<file path="src/rtl/gnn_pkg.sv">
// gnn_pkg: shared GNN datapath widths, types and accumulator states
package gnn_pkg;
  localparam int PP_W = 16;
  localparam int FEAT_W = 5;
  localparam int VEC_LEN = 96;
  typedef logic [PP_W-1:0] pp_t;
  typedef logic [FEAT_W-1:0] feat_t;
  typedef enum logic {IDLE, ACCUM} acc_state_e;
endpackage

</file>
<file path="src/rtl/partial_product_accumulator_if.sv">
// partial_product_accumulator_if: partial-product input stream and node-result output stream
interface partial_product_accumulator_if import gnn_pkg::*; #(
  parameter int ACC_W = 24,
  parameter int CNT_W = 8
) ();
  logic pp_valid;
  logic pp_ready;
  pp_t pp_data;
  logic pp_last;
  logic out_valid;
  logic out_ready;
  logic [ACC_W-1:0] out_acc;
  feat_t out_feature;
  logic [CNT_W-1:0] out_terms;
  logic out_overflow;
  modport slave (
    input pp_valid, pp_data, pp_last, out_ready,
    output pp_ready, out_valid, out_acc, out_feature, out_terms, out_overflow
  );
  modport master (
    output pp_valid, pp_data, pp_last, out_ready,
    input pp_ready, out_valid, out_acc, out_feature, out_terms, out_overflow
  );
endinterface

</file>
<file path="src/rtl/partial_product_accumulator_shift_saturate.sv">
// shift_saturate: right-shifts the node sum and clamps it to the feature width
module shift_saturate #(
  parameter int ACC_W = 24,
  parameter int SHIFT = 4,
  parameter int FEAT_W = 5
) (
  input  logic [ACC_W-1:0]  i_acc,
  output logic [FEAT_W-1:0] o_feature
);
  logic [ACC_W-1:0] w_sh;
  assign w_sh = i_acc >> SHIFT;
  assign o_feature = |w_sh[ACC_W-1:FEAT_W] ? '1 : w_sh[FEAT_W-1:0];
endmodule

</file>
<file path="src/rtl/partial_product_accumulator.sv">
// partial_product_accumulator: sums one node's neighbour partial products, emits raw and re-quantised result
module partial_product_accumulator import gnn_pkg::*; #(
  parameter int ACC_W = 24,
  parameter int SHIFT = 4,
  parameter int CNT_W = 8
) (
  input logic clk,
  input logic reset,
  partial_product_accumulator_if.slave bus
);
  acc_state_e r_state;
  logic [ACC_W-1:0] r_acc;
  logic [CNT_W-1:0] r_cnt;
  logic r_ovf;
  logic w_fire, w_idle, w_ovf;
  logic [ACC_W:0] w_sum;
  logic [ACC_W-1:0] w_acc;
  logic [CNT_W-1:0] w_cnt_base, w_cnt;
  feat_t w_feat;
  assign bus.pp_ready = !bus.out_valid | bus.out_ready;
  assign w_fire = bus.pp_valid & bus.pp_ready;
  assign w_idle = r_state == IDLE;
  // IDLE means the accumulator is logically empty, so the first beat starts from zero
  assign w_sum = {1'b0, w_idle ? {ACC_W{1'b0}} : r_acc} + (ACC_W+1)'(bus.pp_data);
  assign w_acc = w_sum[ACC_W] ? '1 : w_sum[ACC_W-1:0];
  assign w_ovf = w_sum[ACC_W] | (!w_idle & r_ovf);
  assign w_cnt_base = w_idle ? '0 : r_cnt;
  assign w_cnt = &w_cnt_base ? w_cnt_base : w_cnt_base + CNT_W'(1);
  shift_saturate #(.ACC_W(ACC_W), .SHIFT(SHIFT), .FEAT_W(FEAT_W)) u_sat (
    .i_acc(w_acc),
    .o_feature(w_feat)
  );
  always_ff @(posedge clk or posedge reset) begin
    if (reset) begin
      r_state <= IDLE;
      r_acc <= '0;
      r_cnt <= '0;
      r_ovf <= 1'b0;
      bus.out_valid <= 1'b0;
      bus.out_acc <= '0;
      bus.out_feature <= '0;
      bus.out_terms <= '0;
      bus.out_overflow <= 1'b0;
    end else begin
      if (w_fire) begin
        r_state <= bus.pp_last ? IDLE : ACCUM;
        r_acc <= bus.pp_last ? '0 : w_acc;
        r_cnt <= bus.pp_last ? '0 : w_cnt;
        r_ovf <= bus.pp_last ? 1'b0 : w_ovf;
      end
      if (w_fire & bus.pp_last) begin
        bus.out_valid <= 1'b1;
        bus.out_acc <= w_acc;
        bus.out_feature <= w_feat;
        bus.out_terms <= w_cnt;
        bus.out_overflow <= w_ovf;
      end else if (bus.out_ready) begin
        bus.out_valid <= 1'b0;
      end
    end
  end
endmodule

</file>
<file path="src/flat_wrapper.sv">
// flat-port wrapper written by rule: the top's interface ports become plain ports
module partial_product_accumulator_flat import gnn_pkg::*;
#(
  parameter int ACC_W = 24,
  parameter int SHIFT = 4,
  parameter int CNT_W = 8
)
  (clk, reset, bus_pp_valid, bus_pp_data, bus_pp_last, bus_out_ready, bus_pp_ready, bus_out_valid, bus_out_acc, bus_out_feature, bus_out_terms, bus_out_overflow);
  partial_product_accumulator_if #(.ACC_W(ACC_W), .CNT_W(CNT_W)) bus_i ();
  input logic clk;
  input logic reset;
  input wire logic [$bits(bus_i.pp_valid)-1:0] bus_pp_valid;
  input wire logic [$bits(bus_i.pp_data)-1:0] bus_pp_data;
  input wire logic [$bits(bus_i.pp_last)-1:0] bus_pp_last;
  input wire logic [$bits(bus_i.out_ready)-1:0] bus_out_ready;
  output wire logic [$bits(bus_i.pp_ready)-1:0] bus_pp_ready;
  output wire logic [$bits(bus_i.out_valid)-1:0] bus_out_valid;
  output wire logic [$bits(bus_i.out_acc)-1:0] bus_out_acc;
  output wire logic [$bits(bus_i.out_feature)-1:0] bus_out_feature;
  output wire logic [$bits(bus_i.out_terms)-1:0] bus_out_terms;
  output wire logic [$bits(bus_i.out_overflow)-1:0] bus_out_overflow;
  assign bus_i.pp_valid = bus_pp_valid;
  assign bus_i.pp_data = bus_pp_data;
  assign bus_i.pp_last = bus_pp_last;
  assign bus_i.out_ready = bus_out_ready;
  assign bus_pp_ready = bus_i.pp_ready;
  assign bus_out_valid = bus_i.out_valid;
  assign bus_out_acc = bus_i.out_acc;
  assign bus_out_feature = bus_i.out_feature;
  assign bus_out_terms = bus_i.out_terms;
  assign bus_out_overflow = bus_i.out_overflow;
  partial_product_accumulator #(.ACC_W(ACC_W), .SHIFT(SHIFT), .CNT_W(CNT_W)) u_core (.clk(clk), .reset(reset), .bus(bus_i));
endmodule
</file>
<file path="config.mk">
export PLATFORM = sky130hd
export DESIGN_NAME = partial_product_accumulator_flat
export DESIGN_NICKNAME = d
export VERILOG_FILES = /design/src/rtl/gnn_pkg.sv /design/src/rtl/partial_product_accumulator_if.sv /design/src/rtl/partial_product_accumulator_shift_saturate.sv /design/src/rtl/partial_product_accumulator.sv /design/src/flat_wrapper.sv
export SDC_FILE = /design/constraint.sdc
export NUM_CORES = 1
export LEC_CHECK = 0
export ABC_AREA = 1
export CORE_MARGIN = 2
export CORE_UTILIZATION = 55
export DETAILED_ROUTE_END_ITERATION = 8
export MAX_ROUTING_LAYER = met4
export PLACE_DENSITY_LB_ADDON = 0.05
export SLEW_MARGIN = 25
export SYNTH_ARGS = -nofsm -noshare
export SYNTH_HDL_FRONTEND = slang
export SYNTH_HIERARCHICAL = 1
export SYNTH_SLANG_ARGS = --single-unit
</file>
<file path="constraint.sdc">
create_clock -name clk -period 8.59 [get_ports clk]
set_input_delay 0.859 -clock clk [delete_from_list [all_inputs] [get_ports clk]]
set_output_delay 0.859 -clock clk [all_outputs]
set_load 0.02 [all_outputs]
</file>
# == Word-level counts from Yosys, hierarchy flattened ==
# Index checks and enable logic that the tools add are counted.
# totals
ff_bits,73
out_inout_bits,40
# op_classes
addsub,2
mux,11
bitwise_logic,5
reduce_logical,4
# ops
op,count
two-way mux 24 bit,3
adder 24 x 16 -> 25 bit,1
two-way mux 8 bit,3
OR reduction 15 bit,1
adder 8 x 1 -> 8 bit (second input constant),1
AND reduction 8 bit,1
two-way mux 5 bit,1
two-way mux 1 bit,4
AND 1 bit,3
OR 1 bit,2
nonzero test 2 bit,1
zero test 1 bit,1

# == Depth between registers and ports, before layout ==
# depth
ltp_word,5
mapped_depth,23
mapped_depth_nobuf,19

# == Modules after synthesis ==
# The synthesis kept the hierarchy.
# by_module_without_submodules
mod,n_inst,cells_per_inst,area_per_inst_um2
partial_product_accumulator,1,706,4800.9
shift_saturate,1,24,101.3

# == Worst setup path after synthesis ==
# Ideal clock, no wire load.
# synth_timing
path_type,register to register
startpoint,register u_core.r_state
endpoint,register u_core.bus.out_feature[0]
setup_ns,0.117
arrival_ns,3.166
t_required_ns,8.473
slack_ns,5.307
path_stages_with_launch,24
n_path_buf,5
synth_period_minus_slack_ns,3.283
cell_sequence,dfrtp_1 buf_4 buf_2 buf_2 buf_2 nand2_1 inv_1 ha_1 fa_1 nand2_1 nand3_1 nand3_1 nand2_1 nand2_1 nand2_2 nand3b_4 buf_12 nand3_4 nor2_1 nand2_1 nor2_2 nand3_1 nand2_1 nand2_1
# synth_via
elab_chain_len,5
# synth_lines
element,line_no,rtl
"start, declared",partial_product_accumulator.sv:11,acc_state_e r_state;
"start signal, assigned",partial_product_accumulator.sv:46,r_state <= bus.pp_last ? IDLE : ACCUM;
two-way mux 24 bit,partial_product_accumulator.sv:24,"assign w_sum = {1'b0, w_idle ? {ACC_W{1'b0}} : r_acc} + (ACC_W+1)'(bus.pp_data);"
adder 24 x 16 -> 25 bit,partial_product_accumulator.sv:24,
two-way mux 24 bit,partial_product_accumulator.sv:25,assign w_acc = w_sum[ACC_W] ? '1 : w_sum[ACC_W-1:0];
net u_core.w_acc[22],partial_product_accumulator.sv:17,logic [ACC_W-1:0] w_acc;
OR reduction 15 bit,partial_product_accumulator_shift_saturate.sv:12,assign o_feature = |w_sh[ACC_W-1:FEAT_W] ? '1 : w_sh[FEAT_W-1:0];
two-way mux 5 bit,partial_product_accumulator_shift_saturate.sv:12,
net u_core.w_feat[0],partial_product_accumulator.sv:19,feat_t w_feat;
"end signal, assigned",partial_product_accumulator.sv:54,bus.out_feature <= w_feat;
"end, declared",partial_product_accumulator_if.sv:18,"output pp_ready, out_valid, out_acc, out_feature, out_terms, out_overflow"
# The timed path passes the listed nets, and every way through them passes these cells.
# A chain may end at the register's enable or synchronous reset.

# == Worst setup path in the final report ==
# layout_timing
startpoint,register u_core.r_state
endpoint,register u_core.bus.out_feature[2]
# The elaborated chain is that of the path after synthesis.

==> impl_metrics.csv <==
group,metric,value,unit
outcome,status,"finished clean",
setup_path,crit_path_start_kind,"register",
setup_path,path_max_fanout,32,
cells_and_area,seqCellArea,0.001827,sq mm
cells_and_area,drive_above_1_share,0.07188,
clock_network,clk_path_buf_depth,2,
clock_network,hold_buffers,0,
yosys,synth-seq-area-share,0.3726,
timing,hold_viol,0,
setup_path,path_cells,"buf_4 -> nand2_1 -> inv_1 -> ha_1 -> fa_1 -> nand2_1 -> nand3_1 -> nand3_1 -> nand2_1 -> nand2_1 -> nand2_2 -> nand3b_4 -> nand3_1 -> nor2_1 -> nand2_1 -> nor2_2 -> nand3_1 -> nand2_1 -> nand2_1",
yosys,synth_most_common_cell,"nand2_1",
hold_path,min_to,"u_core/bus.out_acc[14]",
placement,io_buffer_count,60,
placement,gp_congestion,0.9951,
power,switching_share,0.3610,
hold_path,hold_class,"reg2reg",
global_route,grt_util_met2,0.4678,
yosys,synthArstFlopShare,1.000,
yosys,synth_largest_area_cell,"dfrtp_1",
global_route,grt_max_degree,74,
yosys,syn-instance-count,730,
global_route,grt_pass1_wl,21670,um
floorplan,start_util,0.5649,
cells_and_area,num-nets-final,827,
routing,drc,0,
setup_path,reg2reg_depth,19,
timing,finalCritPeriodShare,0.4278,
timing,layout_min_cycle_time,3675,ps
run,cap_violations,0,
yosys,synthTopCellsByCount,"nand2_1 (337), inv_1 (104), dfrtp_1 (73)",
power,leakagePower,3.343,nW
global_route,antenna_found_initial,0,
floorplan,coreArea,0.008678,sq mm
cells_and_area,area_delta_synth_final,17.76,%
power,p_clk_frac,0.250,
timing,setup_violations,0,
yosys,synth_top_area_frac,0.3726,
timing,hold_ws,483.8,ps
power,p_sw,0.0003422,W
cells_and_area,insertedDiodeCount,0,
floorplan,die-area,0.009685,sq mm
clock_network,clk_latency,340,ps
yosys,synth_ff_type,"dfrtp_1",
hold_path,hold_path_startpoint,"u_core/bus.out_acc[14]",
yosys,ys_ff_latch,73,
global_route,grt_pass1_vias,4601,
setup_path,rr_startpoint,"u_core/r_state",
timing,worst_pin_slew,737.4,ps
power,vdd_drop_max,0.09565,mV
setup_path,crit_top_cell,"nand2_1",
placement,dp_hpwl,9631,um
setup_path,crit_arrival,3900,ps
setup_path,cp.required,8820,ps
floorplan,rows,34,
routing,vias,4715,
clock_network,root_buffer,"clkbuf_8",
setup_path,crit_slowest_cell,"dfrtp_1",
timing,clock_skew,8.734,ps
clock_network,post_cts_buffers,0,
yosys,netlist_area,0.004902,sq mm
setup_path,path_class,"reg2reg",
global_route,gr-total-overflow,0,
setup_path,slowest_delay,520,ps
timing,report.final.slew_viol_count,0,
clock_network,numCtsBuffers,9,
clock_network,clock_sinks,73,
floorplan,die_w,98.41,um
yosys,avgSynthCellArea,6.715,sq um
global_route,grt_usage,0.2819,
power,powerDensity,164.2,mW/mm^2
hold_path,hold_depth,2,
clock_network,cts_tree,"built",
routing,wl,12800,um
routing,drt-initial-drc-count,246,
cells_and_area,multiInputGateArea,0.002589,sq mm
routing,firstDrtPassIters,5,
global_route,grt_use_met1,0.3586,
power,finalPower,0.0009477,W
setup_path,r2r_slack,4920,ps
timing,relSlewSlack,0.5077,
setup_path,end_kind,"register",
power,p_int,0.0006056,W
timing,fmax,0.2721,GHz
power,seqPwrFrac,0.432,
clock_network,cts_resized,0,
yosys,synth.area.top_cells,"dfrtp_1 (37%), nand2_1 (26%), inv_1 (8.0%)",
floorplan,die-height,98.41,um
clock_network,clk_pin_slew,80,ps
yosys,yosysUniqueCellTypes,32,
setup_path,r2r_end,"u_core/bus.out_feature[2]",
timing,setup_tns,0,ps
floorplan,io_pins,61,
routing,vias_per_cell,5.233,
cells_and_area,fill_cells,804,
power,combinationalPowerShare,0.318,
global_route,grtUsageMet3,0.03191,
routing,wl_per_cell,14.21,um
global_route,top_usage_layer,"met2",
yosys,synthesis.nets,769,
timing,grt_setup_unrepaired,"no",
yosys,synth_enable_flop_cells,0,
routing,antenna_left,0,
setup_path,startpoint,"u_core/r_state",
yosys,yosys_warnings,6,
clock_network,htree_levels,3,
[final cells by class]
class	instances	share of cell area
repair buffers	65	0.1140
inverters	105	0.06827
clock inverters	6	0.007369
multi-input cells	534	0.4484
well taps	108	0.02341
clock buffers	10	0.02211
flip-flops and latches	73	0.3164
[worst max-delay path: cells and delay by family (launching register included)]
kind	cells	cell delay, ps
adder cells (fa/ha/maj)	2	650
flip-flops	1	520
AND/OR/NAND/NOR	15	2030
buffers and inverters	2	360
[sequential cells by signal, summed over array words and instances, names as in the netlist]
signal and cells:
u_core/bus.out_overflow 1, u_core/bus.out_feature 5, u_core/bus.out_acc 24, u_core/r_cnt 8, u_core/r_ovf 1, u_core/bus.out_valid 1
u_core/bus.out_terms 8, u_core/r_acc 24, u_core/r_state 1
[layout by cell type (no fill, tap or decap), types with 2 or more instances in the layout]
cell | netlist | layout
nand2_1 | 337 | 336
inv_1 | 104 | 102
dfrtp_1 | 73 | 73
clkdlybuf4s50_1 | 0 | 60
nor2_1 | 49 | 48
nand3_1 | 45 | 45
ha_1 | 17 | 17
o21ai_0 | 14 | 14
clkbuf_8 | 0 | 9
or2_2 | 9 | 9
nand3_4 | 9 | 9
a21oi_1 | 7 | 7
nand4_1 | 7 | 7
xor2_1 | 7 | 7
nand2_2 | 5 | 6
o22ai_1 | 5 | 5
xnor2_1 | 4 | 4
buf_4 | 1 | 4
nor2_2 | 2 | 3
inv_2 | 1 | 3
nor3_1 | 3 | 3
clkinvlp_4 | 0 | 2
clkinv_2 | 0 | 2
nor3_2 | 2 | 2
a22o_1 | 2 | 2
and2_1 | 2 | 2
nand3_2 | 2 | 2
[worst max-delay path by stage]
stage / slack (ps) / depth (start not counted) / endpoint
detailed placement: 4670 / 17 / u_core/bus.out_feature[1]
CTS: 4980 / 19 / u_core/bus.out_feature[1]
finish: 4920 / 19 / u_core/bus.out_feature[2]
global placement: 4720 / 17 / u_core/bus.out_feature[2]
floorplan: 5310 / 23 / u_core/bus.out_feature[0]
global route: 4670 / 19 / u_core/bus.out_feature[1]
[metrics by stage]
step	worst slack (ps)	std cells	utilization	cell area [sq um]
3_5_place_dp	4670	884	0.6424	5575
5_1_grt	4669	901	0.6652	5773
3_3_place_gp	4722	884	0.6422	5573
4_1_cts	4978	900	0.6621	5746
6_report	4915	901	0.6652	5773
2_1_floorplan	5307	730	-	4902
[per-layer routing]
layer / vias to the layer above / wire, um
li1: 2348 / -
met1: 2205 / 5644
met2: 136 / 6257
met3: 26 / 593
met4: 0 / 306
met5: - / 0
[power by group through the flow]
stage	Combinational [W]	Sequential (W)	Clock [W]
floorplan	0.000158	0.000441	0
global route	0.000331	0.000415	0.000260
CTS	0.000300	0.000409	0.000245
finish	0.000301	0.000409	0.000237
detailed placement	0.000298	0.000415	0
global placement	0.000295	0.000414	0
[cell families after synthesis]
group | share of synthesized area
AND/OR/NAND/NOR | 0.4209
buffers and inverters | 0.1003
flip-flops | 0.3726
AO/OA/AOI/OAI | 0.03905
adder cells (fa/ha/maj) | 0.04747
XOR/XNOR | 0.01965
Power figures use the tool's default switching activity.
==> variant (same settings) <==
`FEAT_W` is set to 5 in 2 places; all go to 10.
--- a/src/rtl/gnn_pkg.sv
+++ b/src/rtl/gnn_pkg.sv
@@ -1,7 +1,7 @@
 // gnn_pkg: shared GNN datapath widths, types and accumulator states
 package gnn_pkg;
   localparam int PP_W = 16;
-  localparam int FEAT_W = 5;
+  localparam int FEAT_W = 10;
   localparam int VEC_LEN = 96;
   typedef logic [PP_W-1:0] pp_t;
   typedef logic [FEAT_W-1:0] feat_t;
--- a/src/rtl/partial_product_accumulator_shift_saturate.sv
+++ b/src/rtl/partial_product_accumulator_shift_saturate.sv
@@ -2,7 +2,7 @@
 module shift_saturate #(
   parameter int ACC_W = 24,
   parameter int SHIFT = 4,
-  parameter int FEAT_W = 5
+  parameter int FEAT_W = 10
 ) (
   input  logic [ACC_W-1:0]  i_acc,
   output logic [FEAT_W-1:0] o_feature
Interface: changed (resized bus_out_feature); port bits go from 61 to 66. No check against the original RTL was run, so the function may have changed too.
==> variant against the original RTL <==
  * Area after synthesis is 5.3% higher
  * Non-clock buffer count up 4
  * Clock power is 19% higher
  * Highest routed layer unchanged
  * Global-route usage fell by 0.32 points
  * Sequential power up 14%
  * Largest power group is now combinational logic
  * Sequential cell count rose by 5
  * Wire length grew 1.5%
  * Die area grew 5.1%
  * Cell area is 5.3% higher
  * Fmax decreased by 1.6%
  * Via count increased by 0.15%
  * Worst setup slack got worse by 61 ps
  * Power grew 30%
  * Combinational power up 60%
==> variant: results (changes against the original RTL) <==
Parameter                              Value

Yosys
  Post-synthesis net count    781 (+1.6%)
  Synthesized instance count    742 (+1.6%)
  Count of unique library cells instantiated by Yosys    40 (+25%)
  Share of the yosys chip area belonging to registers    37.8% (+0.55 points)
  Top area cells in the synthesized netlist    sky130_fd_sc_hd__dfrtp_1 (38%), sky130_fd_sc_hd__nand2_1 (24%), sky130_fd_sc_hd__inv_1 (7.3%)

Layout
  Post-layout instance count excluding filler cells    919 (+2.0%)
  Total number of nets in the final design    842 (+1.8%)
  Fraction of final layout cells sized beyond drive strength 1    8.54% (+1.4 points)
  Registers with the most flip-flops    u_core/bus.out_acc: 24 flops, u_core/r_acc: 24 flops, u_core/bus.out_feature: 10 flops

Routing
  Pre-antenna DRT Iters    7 (+2)
  Per-cell routed wire length    14.1 um (-0.50%)
  Per-cell via count in the routed design    5.14 (-1.8%)
  First DRT Iteration DRCs    311 (+26%)

Pwr
  Largest voltage drop on the vdd net    0.127 mV (+33%)
  Leakage dissipation    3.41 nW (+2.0%)

Run status
  Run status    finished, final reports clean

Global routing
  First-pass GRT wire length    21.7 mm (+0.29%)
  Met3 track utilization from global routing    5.55% (+2.4 points)
  Pin count of the biggest net entering global routing    79 (+6.8%)
  Total global routing track utilization    27.9% (-0.32 points)

Setup path
  Largest stage delay on the critical path    630 ps (+110 ps)
  Worst-path fanout max    20 (-38%)

Placement
  Post-place instance area    5880 sq um (+5.4%)
  Final weighted congestion in routability-driven placement    1.03 (+3.7%)
  DP Wirelength    9.76 mm (+1.3%)

STA
  Final clock skew    11.3 ps (+2.60 ps)
## variant: cell types whose count changed after synthesis, moves of 5 or more
cell	delta
sky130_fd_sc_hd__dfrtp_1	+5
sky130_fd_sc_hd__nand2_1	-6
sky130_fd_sc_hd__nor2_1	-7
sky130_fd_sc_hd__o21ai_1	+6
sky130_fd_sc_hd__or2_2	-7
sky130_fd_sc_hd__or2_4	+7
## variant: worst paths after layout
path	start	endpoint	slack, ps	cells after the start
worst max-delay path	u_core/r_state	u_core/bus.out_feature[5]	4850	18
worst min-delay path	u_core/bus.out_feature[6]	u_core/bus.out_feature[6]	470	2
worst max register to register	u_core/r_state	u_core/bus.out_feature[5]	4850	18
worst min register to register	u_core/bus.out_feature[6]	u_core/bus.out_feature[6]	470	2
max in group asynchronous	reset	u_core/r_acc[22]	7110	3
min in group asynchronous	reset	u_core/bus.out_acc[5]	980	3
## variant: critical path: cells and delay by family (launching register included)
family	cells	cell delay, ps
fa+ha+maj	2	650
flops	1	630
simple gates	14	1930
buf+inv	2	390
## variant: power breakdown
| part | internal [mW] | total [mW] | switching (mW) |
|---|---|---|---|
| logic | 0.191 | 0.482 | 0.291 |
| clock network | 0.142 | 0.281 | 0.138 |
| registers | 0.425 | 0.465 | 0.0402 |
## variant: cell type report
class	count	area (sq um)	area share [%]
multi-input combinational	540	2710	44.5
timing repair buffer	69	684	11.3
clock buffer	11	141	2.33
clock inverter	5	58.8	0.967
tap	111	139	2.28
sequential	78	1950	32.1
inverter	105	397	6.52
## variant: cell families (layout without fill, tap and decap cells)
kind of cell,Yosys count,in the layout,synth area share [%]
flip-flops,78,78,37.8
buffers and inverters,124,190,9.72
AND/OR/NAND/NOR,471,471,41.5
AO/OA/AOI/OAI,39,39,4.41
adder cells (fa/ha/maj),18,18,4.51
XOR/XNOR,12,12,2.04
## variant: routing by layer
layer	wire length [um]	up-vias
met4	168	0
met3	525	15
li1	-	2377
met2	6620	116
met1	5670	2214
met5	0	-
